### src/rtl/mmio_pkg.sv
// Shared definitions for the MMIO port decoder: FSM states, bus-error data and
// the default peripheral window.
package mmio_pkg;

  typedef enum logic [1:0] {
    IDLE   = 2'd0,
    ACCESS = 2'd1,
    DONE   = 2'd2
  } mmioState_t;

  localparam logic [31:0] BUS_ERR_DATA      = 32'hDEADBEEF;
  localparam logic [31:0] DEFAULT_BASE_ADDR = 32'h10010020;

  localparam int CH_UART = 0;
  localparam int CH_GPIO = 1;

endpackage

### src/rtl/mmio_addr_match.sv
// Combinational window match: is AddressIn inside the channel window, is it
// word aligned, and which channel (one-hot) does it address.
module mmio_addr_match #(
  parameter int                     WORD_LENGTH = 32,
  parameter int                     NUM_CH      = 4,
  parameter logic [WORD_LENGTH-1:0] BASE_ADDR   = 32'h10010020
) (
  input  logic [WORD_LENGTH-1:0] AddressIn,
  output logic                   inWindow,
  output logic                   aligned,
  output logic [NUM_CH-1:0]      indexOneHot
);

  logic [WORD_LENGTH-1:0] offset;

  // Addresses below BASE_ADDR wrap to a huge offset, so one unsigned compare
  // covers both ends of the window.
  assign offset   = AddressIn - BASE_ADDR;
  assign inWindow = offset < WORD_LENGTH'(4 * NUM_CH);
  assign aligned  = (AddressIn[1:0] == 2'b00);

  always_comb begin
    indexOneHot = '0;
    for (int i = 0; i < NUM_CH; i++) begin
      indexOneHot[i] = inWindow && (offset[WORD_LENGTH-1:2] == (WORD_LENGTH-2)'(i));
    end
  end

endmodule

### src/rtl/mmio_port_decoder.sv
// MMIO decoder and access sequencer: latches a one-hot channel select, drives a
// read/write strobe until the channel acks or the timeout expires.
// Handshake: req_valid is held by the core until req_done (a one-cycle pulse);
// ch_wr/ch_rd stay high until ch_ack of the selected channel is seen.
module mmio_port_decoder
  import mmio_pkg::*;
#(
  parameter int                     WORD_LENGTH = 32,
  parameter int                     NUM_CH      = 4,
  parameter logic [WORD_LENGTH-1:0] BASE_ADDR   = WORD_LENGTH'(DEFAULT_BASE_ADDR),
  parameter int                     TIMEOUT     = 15
) (
  input  logic                          clk,
  input  logic                          reset,
  input  logic                          req_valid,
  input  logic                          req_write,
  input  logic [WORD_LENGTH-1:0]        AddressIn,
  input  logic [WORD_LENGTH-1:0]        WriteData,
  output logic                          is_mmio,
  output logic [NUM_CH-1:0]             ch_sel,
  output logic                          ch_wr,
  output logic                          ch_rd,
  output logic [WORD_LENGTH-1:0]        ch_wdata,
  input  logic [NUM_CH-1:0]             ch_ack,
  input  logic [NUM_CH*WORD_LENGTH-1:0] ch_rdata,
  output logic                          req_done,
  output logic [WORD_LENGTH-1:0]        ReadData,
  output logic                          bus_error,
  output mmioState_t                    dbgState
);

  mmioState_t             state, stateNext;
  logic [7:0]             count, countNext;
  logic [NUM_CH-1:0]      selNext;
  logic                   wrNext, rdNext, doneNext, errNext;
  logic [WORD_LENGTH-1:0] wdataNext, readNext, selRdata;
  logic                   inWindow, aligned, ackSel;
  logic [NUM_CH-1:0]      indexOneHot;

  mmio_addr_match #(
    .WORD_LENGTH (WORD_LENGTH),
    .NUM_CH      (NUM_CH),
    .BASE_ADDR   (BASE_ADDR)
  ) uMatch (
    .AddressIn   (AddressIn),
    .inWindow    (inWindow),
    .aligned     (aligned),
    .indexOneHot (indexOneHot)
  );

  assign is_mmio  = inWindow & aligned;
  assign ackSel   = |(ch_ack & ch_sel);
  assign dbgState = state;

  always_comb begin
    selRdata = '0;
    for (int i = 0; i < NUM_CH; i++) begin
      if (ch_sel[i]) selRdata = selRdata | ch_rdata[i*WORD_LENGTH +: WORD_LENGTH];
    end
  end

  always_comb begin
    stateNext = state;
    countNext = count;
    selNext   = ch_sel;
    wrNext    = ch_wr;
    rdNext    = ch_rd;
    wdataNext = ch_wdata;
    doneNext  = 1'b0;
    readNext  = ReadData;
    errNext   = bus_error;
    case (state)
      IDLE: begin
        if (req_valid && is_mmio) begin
          stateNext = ACCESS;
          selNext   = indexOneHot;
          wdataNext = WriteData;
          wrNext    = req_write;
          rdNext    = ~req_write;
          countNext = '0;
        end else if (req_valid && inWindow && !aligned) begin
          stateNext = DONE;
          doneNext  = 1'b1;
          errNext   = 1'b1;
          readNext  = '0;
        end
      end
      ACCESS: begin
        if (ackSel || (count == 8'(TIMEOUT))) begin
          stateNext = DONE;
          doneNext  = 1'b1;
          selNext   = '0;
          wrNext    = 1'b0;
          rdNext    = 1'b0;
          countNext = '0;
          // Ack wins over a coincident timeout.
          if (ackSel) begin
            if (ch_rd) readNext = selRdata;
          end else begin
            errNext = 1'b1;
            if (ch_rd) readNext = WORD_LENGTH'(BUS_ERR_DATA);
          end
        end else begin
          countNext = count + 8'd1;
        end
      end
      DONE:    stateNext = IDLE;
      default: stateNext = IDLE;
    endcase
  end

  always_ff @(posedge clk) begin
    if (reset) begin
      state     <= IDLE;
      count     <= '0;
      ch_sel    <= '0;
      ch_wr     <= 1'b0;
      ch_rd     <= 1'b0;
      ch_wdata  <= '0;
      req_done  <= 1'b0;
      ReadData  <= '0;
      bus_error <= 1'b0;
    end else begin
      state     <= stateNext;
      count     <= countNext;
      ch_sel    <= selNext;
      ch_wr     <= wrNext;
      ch_rd     <= rdNext;
      ch_wdata  <= wdataNext;
      req_done  <= doneNext;
      ReadData  <= readNext;
      bus_error <= errNext;
    end
  end

endmodule

### config.mk
export PLATFORM = sky130hd
export DESIGN_NAME = mmio_port_decoder
export DESIGN_NICKNAME = d
export VERILOG_FILES = /design/src/rtl/mmio_pkg.sv /design/src/rtl/mmio_addr_match.sv /design/src/rtl/mmio_port_decoder.sv
export SDC_FILE = /design/constraint.sdc
export NUM_CORES = 1
export LEC_CHECK = 0
export BUFFER_PORTS_ARGS = -buffer_cell sky130_fd_sc_hd__buf_2
export CAP_MARGIN = 20
export CELL_PAD_IN_SITES_DETAIL_PLACEMENT = 1
export CELL_PAD_IN_SITES_GLOBAL_PLACEMENT = 1
export CORE_ASPECT_RATIO = 0.8
export CORE_MARGIN = 2
export CORE_UTILIZATION = 30
export DETAILED_ROUTE_END_ITERATION = 8
export PLACE_DENSITY_LB_ADDON = 0.1
export SETUP_SLACK_MARGIN = 0.5
export SKIP_CTS_REPAIR_TIMING = 1
export SYNTH_ARGS = -nofsm -noshare
export SYNTH_HDL_FRONTEND = slang
export SYNTH_HIERARCHICAL = 1
export SYNTH_SLANG_ARGS = --single-unit
export TNS_END_PERCENT = 50
### constraint.sdc
create_clock -name clk -period 4.35 [get_ports clk]
set_input_delay 0.87 -clock clk [delete_from_list [all_inputs] [get_ports clk]]
set_output_delay 0.87 -clock clk [all_outputs]
set_load 0.03 [all_outputs]
Yosys cells after proc, flatten, opt, wreduce, memory -nomap -nowiden
Index checks and enable logic that the tools add are counted.
- word-level logic and storage cells: 85
- bits in read-only memories: 0
- memories kept: 0
- flip-flop bits (word level): 82
- latch bits: 0
- bits in writable memories: 0
- output and inout bits: 75
- input port bits: 200
- equality and inequality tests: 12
- add/subtract/negate cells: 2
- div/mod/pow operators: 0
- mux-type cells: 35
- multiply operators: 0
- $lt $le $gt $ge: 1
- bitwise operators: 6
- shift operators: 0
- reduce and logical (&&, ||, !) cells: 20
- operators with widths (cell ; count):
    $mux W32 ; 10
    $or A32 B32 Y32 ; 3
    $pmux W32 S2 ; 1
    $eq A30 B2 Y1 const B ; 2
    $lt A32 B5 Y1 const B ; 1
    $sub A32 B29 Y32 const B ; 1
    $eq A30 B1 Y1 const B ; 1
    $logic_not A30 Y1 ; 1
    $mux W8 ; 2
    $pmux W8 S2 ; 1
    $ne A2 B2 Y1 const B ; 6
    $mux W1 ; 10
    $reduce_and A5 Y1 ; 2
    $add A8 B1 Y8 const B ; 1
    $eq A8 B4 Y1 const B ; 1
    $mux W4 ; 2
    $pmux W1 S2 ; 4
    $pmux W4 S2 ; 1
    $logic_and A1 B1 Y1 ; 7
    $mux W2 ; 3
    $reduce_and A2 Y1 ; 3
    $and A4 B4 Y4 ; 1
    $logic_not A2 Y1 ; 2
    $pmux W2 S2 ; 1
    9 further kinds ; 9

Longest topological paths before layout
- depth in word-level cells: 11
- depth in mapped cells: 15
- mapped depth without buffers: 13

By module
Netlist, hierarchy kept.
- modules (own cells, without submodules) (module ; area each (um^2) ; sequential area each (um^2) ; times used ; cells an instance):
    mmio_port_decoder ; 3906.2 ; 1641.6 ; 1 ; 450
    mmio_addr_match ; 733.2 ; 0.0 ; 1 ; 103

Worst setup path after synthesis
Ideal clock, no wire load.
- kind: in2out
- start: input port AddressIn[20]
- end: output port is_mmio
- path buffers: 0
- stages on the path: 7
- arrival: 2905 ps
- path slack: 575 ps
- data required time: 3480 ps
- cells stage by stage: or4_4 > nor3_4 > xor2_1 > o31ai_1 > o2111ai_2 > nor4_1 > and2_1
- longest elaborated chain between the ends: 3
- RTL lines (item ; line ; RTL):
    start, declared ; mmio_port_decoder.sv:17 ; input logic [WORD_LENGTH-1:0] AddressIn,
    $sub A32 B29 Y32 ; mmio_addr_match.sv:18 ; assign offset = AddressIn - BASE_ADDR;
    $lt A32 B5 Y1 ; mmio_addr_match.sv:19 ; assign inWindow = offset < WORD_LENGTH'(4 * NUM_CH);
    named net inWindow ; mmio_port_decoder.sv:37 ; logic inWindow, aligned, ackSel;
    $and A1 B1 Y1 ; mmio_port_decoder.sv:51 ; assign is_mmio = inWindow & aligned;
    end, declared ; mmio_port_decoder.sv:19 ; output logic is_mmio,
The timed path passes the listed nets, and every way through them passes these cells.

Worst setup path in the final report
- start: input port AddressIn[7]
- end: output port is_mmio
Same word-level chain as after synthesis.

==> flow_summary.toml <==
[layout]
diodes = 0
stdcell_area_sq_mm = 0.00669
layout.nets = 1022
drive_above_1_share = 0.450
area_delta_synth_final_pct = 44.1

[detailed_routing]
drtIter0Drc = 165
ant_nets = 0
viasPerCell = 5.29
drc_errors = 0
drt_first_pass_iters = 4
via_count = 5479
drt-total-wl_mm = 18.8
detail_route.wl_per_cell_um = 18.1

[global_route]
grt_use_met3 = 0.0566
grt_max_degree = 62
antenna_found_initial = 1
top_usage_layer = "met2"
grt_pass1_vias = 5613
grt_usage = 0.221
gr-total-overflow = 0
grt_pass1_wl_mm = 29.1
use_met2 = 0.404
grtUsageMet1 = 0.267

[setup_path]
worstSetupStartpoint = "AddressIn[7]"
crit_path_top_delay_cell = "nor4_2"
critPathMaxStageDelay_ns = 0.31
critPathCapture = "is_mmio"
crit_chain = "buf_2 > nor4_4 > buf_4 > buf_4 > nand2_1 > a22o_1 > nor4_2 > nand4_2 > nor4_4 > buf_4 > and2_4 > buf_6"
critPathMostFrequentCell = "buf_4"
required_ns = 3.48
reg2regPathDepth = 5
reg2reg_slack_ns = 1.97
worstSetupStartpointType = "primary input"
arrival_ns = 3.09
rr_startpoint = "ch_sel[3]$_SDFFE_PP0P_"
crit_fanout = 5
timing.rr.end = "ReadData[11]$_SDFFE_PP0P_"
cp_num_buf_inv = 5
cp.depth = 12
cp_top_family = "simple AND/OR/NAND/NOR gates"
cp-end-kind = "primary output"
worstSetupPathType = "primary input to primary output"

[clock_tree]
clk_latency_ns = 0.33
h-tree-depth = 3
cts_root_buf = "clkbuf_16"
cts.sinks = 82
numCtsBuffers = 9
tritoncts = "built"
clkTransAtPathRegs_ns = 0.06
cts.path.max_buffers = 2

[pwr]
vdd_ir_drop_max_mv = 0.164
p_per_area_mw_per_mm2 = 251
totalPowerFinal_uw = 1680
power_leakage_uw = 0.00281

[timing]
worstMarginPinSlew_ns = 0.820
slew_viol_final = 0
finalHoldViolations = 0
fmaxAchievable_mhz = 252
fin_skew_ns = 0.00465
grt_setup_unrepaired = "true"
finalSetupTns_ns = 0
period_needed_ns = 3.96
timing.final.crit_share = 0.911
setup_viol = 0
relSlewSlack = 0.452

[floorplanning]
io_pins = 275
coreArea_sq_mm = 0.0151
start_util = 0.308
row_count = 40
dieArea_sq_mm = 0.0165
die_w_um = 143
die_h_um = 115

[place]
port_buffers = 274
finalWeightedCongestion = 0.843
placed_cell_area_sq_mm = 0.00614
dp_hpwl_mm = 14.4

[logic_synthesis]
ys_ff_latch = 82
synth_seq_area_share = 0.354
synth.distinct_cells = 69
synth-async-reset-ratio = 0
yosysWarnings = 6
synth_area_per_cell_sq_um = 8.39
synth_edf_count = 0
synth_area_sq_mm = 0.00464
synth_ff_type = "dfxtp_1"
syn_inst = 553
synth_nets = 755

[min_path]
hp-class = "flip-flop to flip-flop"
holdPathStages = 2

[run_status]
status = "finished clean"

[run]
cap_violations = 0
==> cell usage in the layout (no fill, tap or decap), types with 3 or more instances in the layout <==
cell	instances
a21oi_1	39
a221oi_1	9
a22o_1	9
a22oi_1	55
a22oi_2	8
a2bb2oi_1	5
a31oi_1	20
and3_1	3
buf_2	270
buf_4	25
buf_6	3
clkbuf_16	9
clkinv_2	3
dfxtp_1	82
inv_1	6
nand2_1	85
nand2_2	3
nand2b_1	3
nand3_1	33
nor2_1	38
nor3_1	4
nor4_1	5
nor4_2	6
nor4_4	4
o211ai_1	3
o21ai_0	8
o221a_1	10
o31ai_2	9
or3_1	5
xnor2_1	4
==> report_power, final <==
part           total, uW  internal, uW  switching (uW)
clock                754           444             310
sequential           751           751     0.000000389
combinational        177          90.0            87.0
total               1680          1280             397
==> sequential cells by signal (all words and copies together) (netlist names) <==
register	flops
count	8
ReadData	32
bus_error	1
ch_wr	1
req_done	1
ch_wdata	32
dbgState	2
ch_rd	1
ch_sel	4
==> Yosys cell counts (3+ instances only) <==
cell type | number | share of area
nor3_1 | 5 | 0.0054
clkbuf_1 | 27 | 0.022
or3_1 | 5 | 0.0067
and3_1 | 3 | 0.0040
and2_1 | 3 | 0.0040
a221oi_1 | 9 | 0.017
nand3_2 | 3 | 0.0065
a21oi_1 | 39 | 0.042
buf_2 | 6 | 0.0065
o221a_1 | 10 | 0.024
a31oi_1 | 20 | 0.027
xnor2_1 | 4 | 0.0076
o31ai_2 | 8 | 0.022
nand2b_1 | 3 | 0.0040
buf_6 | 6 | 0.015
nand3_1 | 33 | 0.036
buf_1 | 3 | 0.0024
o21ai_0 | 8 | 0.0086
o31ai_1 | 3 | 0.0049
nor2_1 | 38 | 0.031
nor2b_1 | 3 | 0.0040
nand2_2 | 3 | 0.0040
nand2_1 | 85 | 0.069
nor4_1 | 8 | 0.011
nor4_2 | 5 | 0.013
o211ai_1 | 3 | 0.0049
a2bb2oi_1 | 5 | 0.0094
dfxtp_1 | 82 | 0.35
inv_1 | 6 | 0.0049
a22oi_2 | 5 | 0.013
a22oi_1 | 58 | 0.094
a22o_1 | 9 | 0.017
==> logic make-up (layout without fill, tap and decap cells) <==
family | Yosys count | count (layout) | synth area share
adder cells (fa/ha/maj) | 2 | 2 | 0.00539
multiplexers | 2 | 2 | 0.00458
buffers and inverters | 50 | 322 | 0.0550
AND/OR/NAND/NOR | 217 | 217 | 0.244
flip-flops | 82 | 82 | 0.354
XOR/XNOR | 6 | 6 | 0.0113
AO/OA/AOI/OAI | 194 | 194 | 0.326
==> worst min path at each step <==
stage	to	from	slack, ns
floorplan	count[2]$_SDFFE_PP0P_	count[2]$_SDFFE_PP0P_	0.47
global placement	ch_wdata[15]$_SDFFE_PP0P_	ch_wdata[15]$_SDFFE_PP0P_	0.44
detailed placement	ch_wdata[1]$_SDFFE_PP0P_	ch_wdata[1]$_SDFFE_PP0P_	0.44
CTS	ch_wdata[22]$_SDFFE_PP0P_	ch_wdata[22]$_SDFFE_PP0P_	0.45
global route	ch_wdata[1]$_SDFFE_PP0P_	ch_wdata[1]$_SDFFE_PP0P_	0.47
finish	ch_wdata[22]$_SDFFE_PP0P_	ch_wdata[22]$_SDFFE_PP0P_	0.45
==> through the flow <==
| step | util | hold WS, ns | cells | setup WS (ns) |
|---|---|---|---|---|
| floorplan | - | 0.474 | 553 | 0.575 |
| global placement | 0.407 | 0.439 | 1006 | 0.0992 |
| detailed placement | 0.407 | 0.444 | 1006 | -0.181 |
| CTS | 0.427 | 0.453 | 1022 | -0.107 |
| global route | 0.444 | 0.470 | 1035 | 0.221 |
| finish | 0.444 | 0.452 | 1035 | 0.387 |
==> cell type report <==
class | instances | area (sq um)
fill | 1887 | 8380
multi-input combinational | 421 | 2860
sequential | 82 | 1640
timing repair buffer | 300 | 1610
tap | 210 | 263
clock buffer | 9 | 225
clock inverter | 7 | 68.8
inverter | 6 | 22.5
==> worst reg2reg max path, stage by stage (launching register included) <==
cell and delay, ns:
dfxtp_1 0.85, a22oi_4 0.14, nand2_2 0.48, o211a_1 0.58, a22oi_1 0.13, nor2_1 0.13
==> per-layer routing <==
metal | up-vias | part of all wire | routed length [um]
met1 | 2633 | 0.42 | 7860
li1 | 2635 | - | -
met2 | 203 | 0.50 | 9370
met3 | 8 | 0.076 | 1430
met5 | - | 0 | 0
met4 | 0 | 0.0056 | 106
No activity file was read; power rests on OpenSTA's default activity.
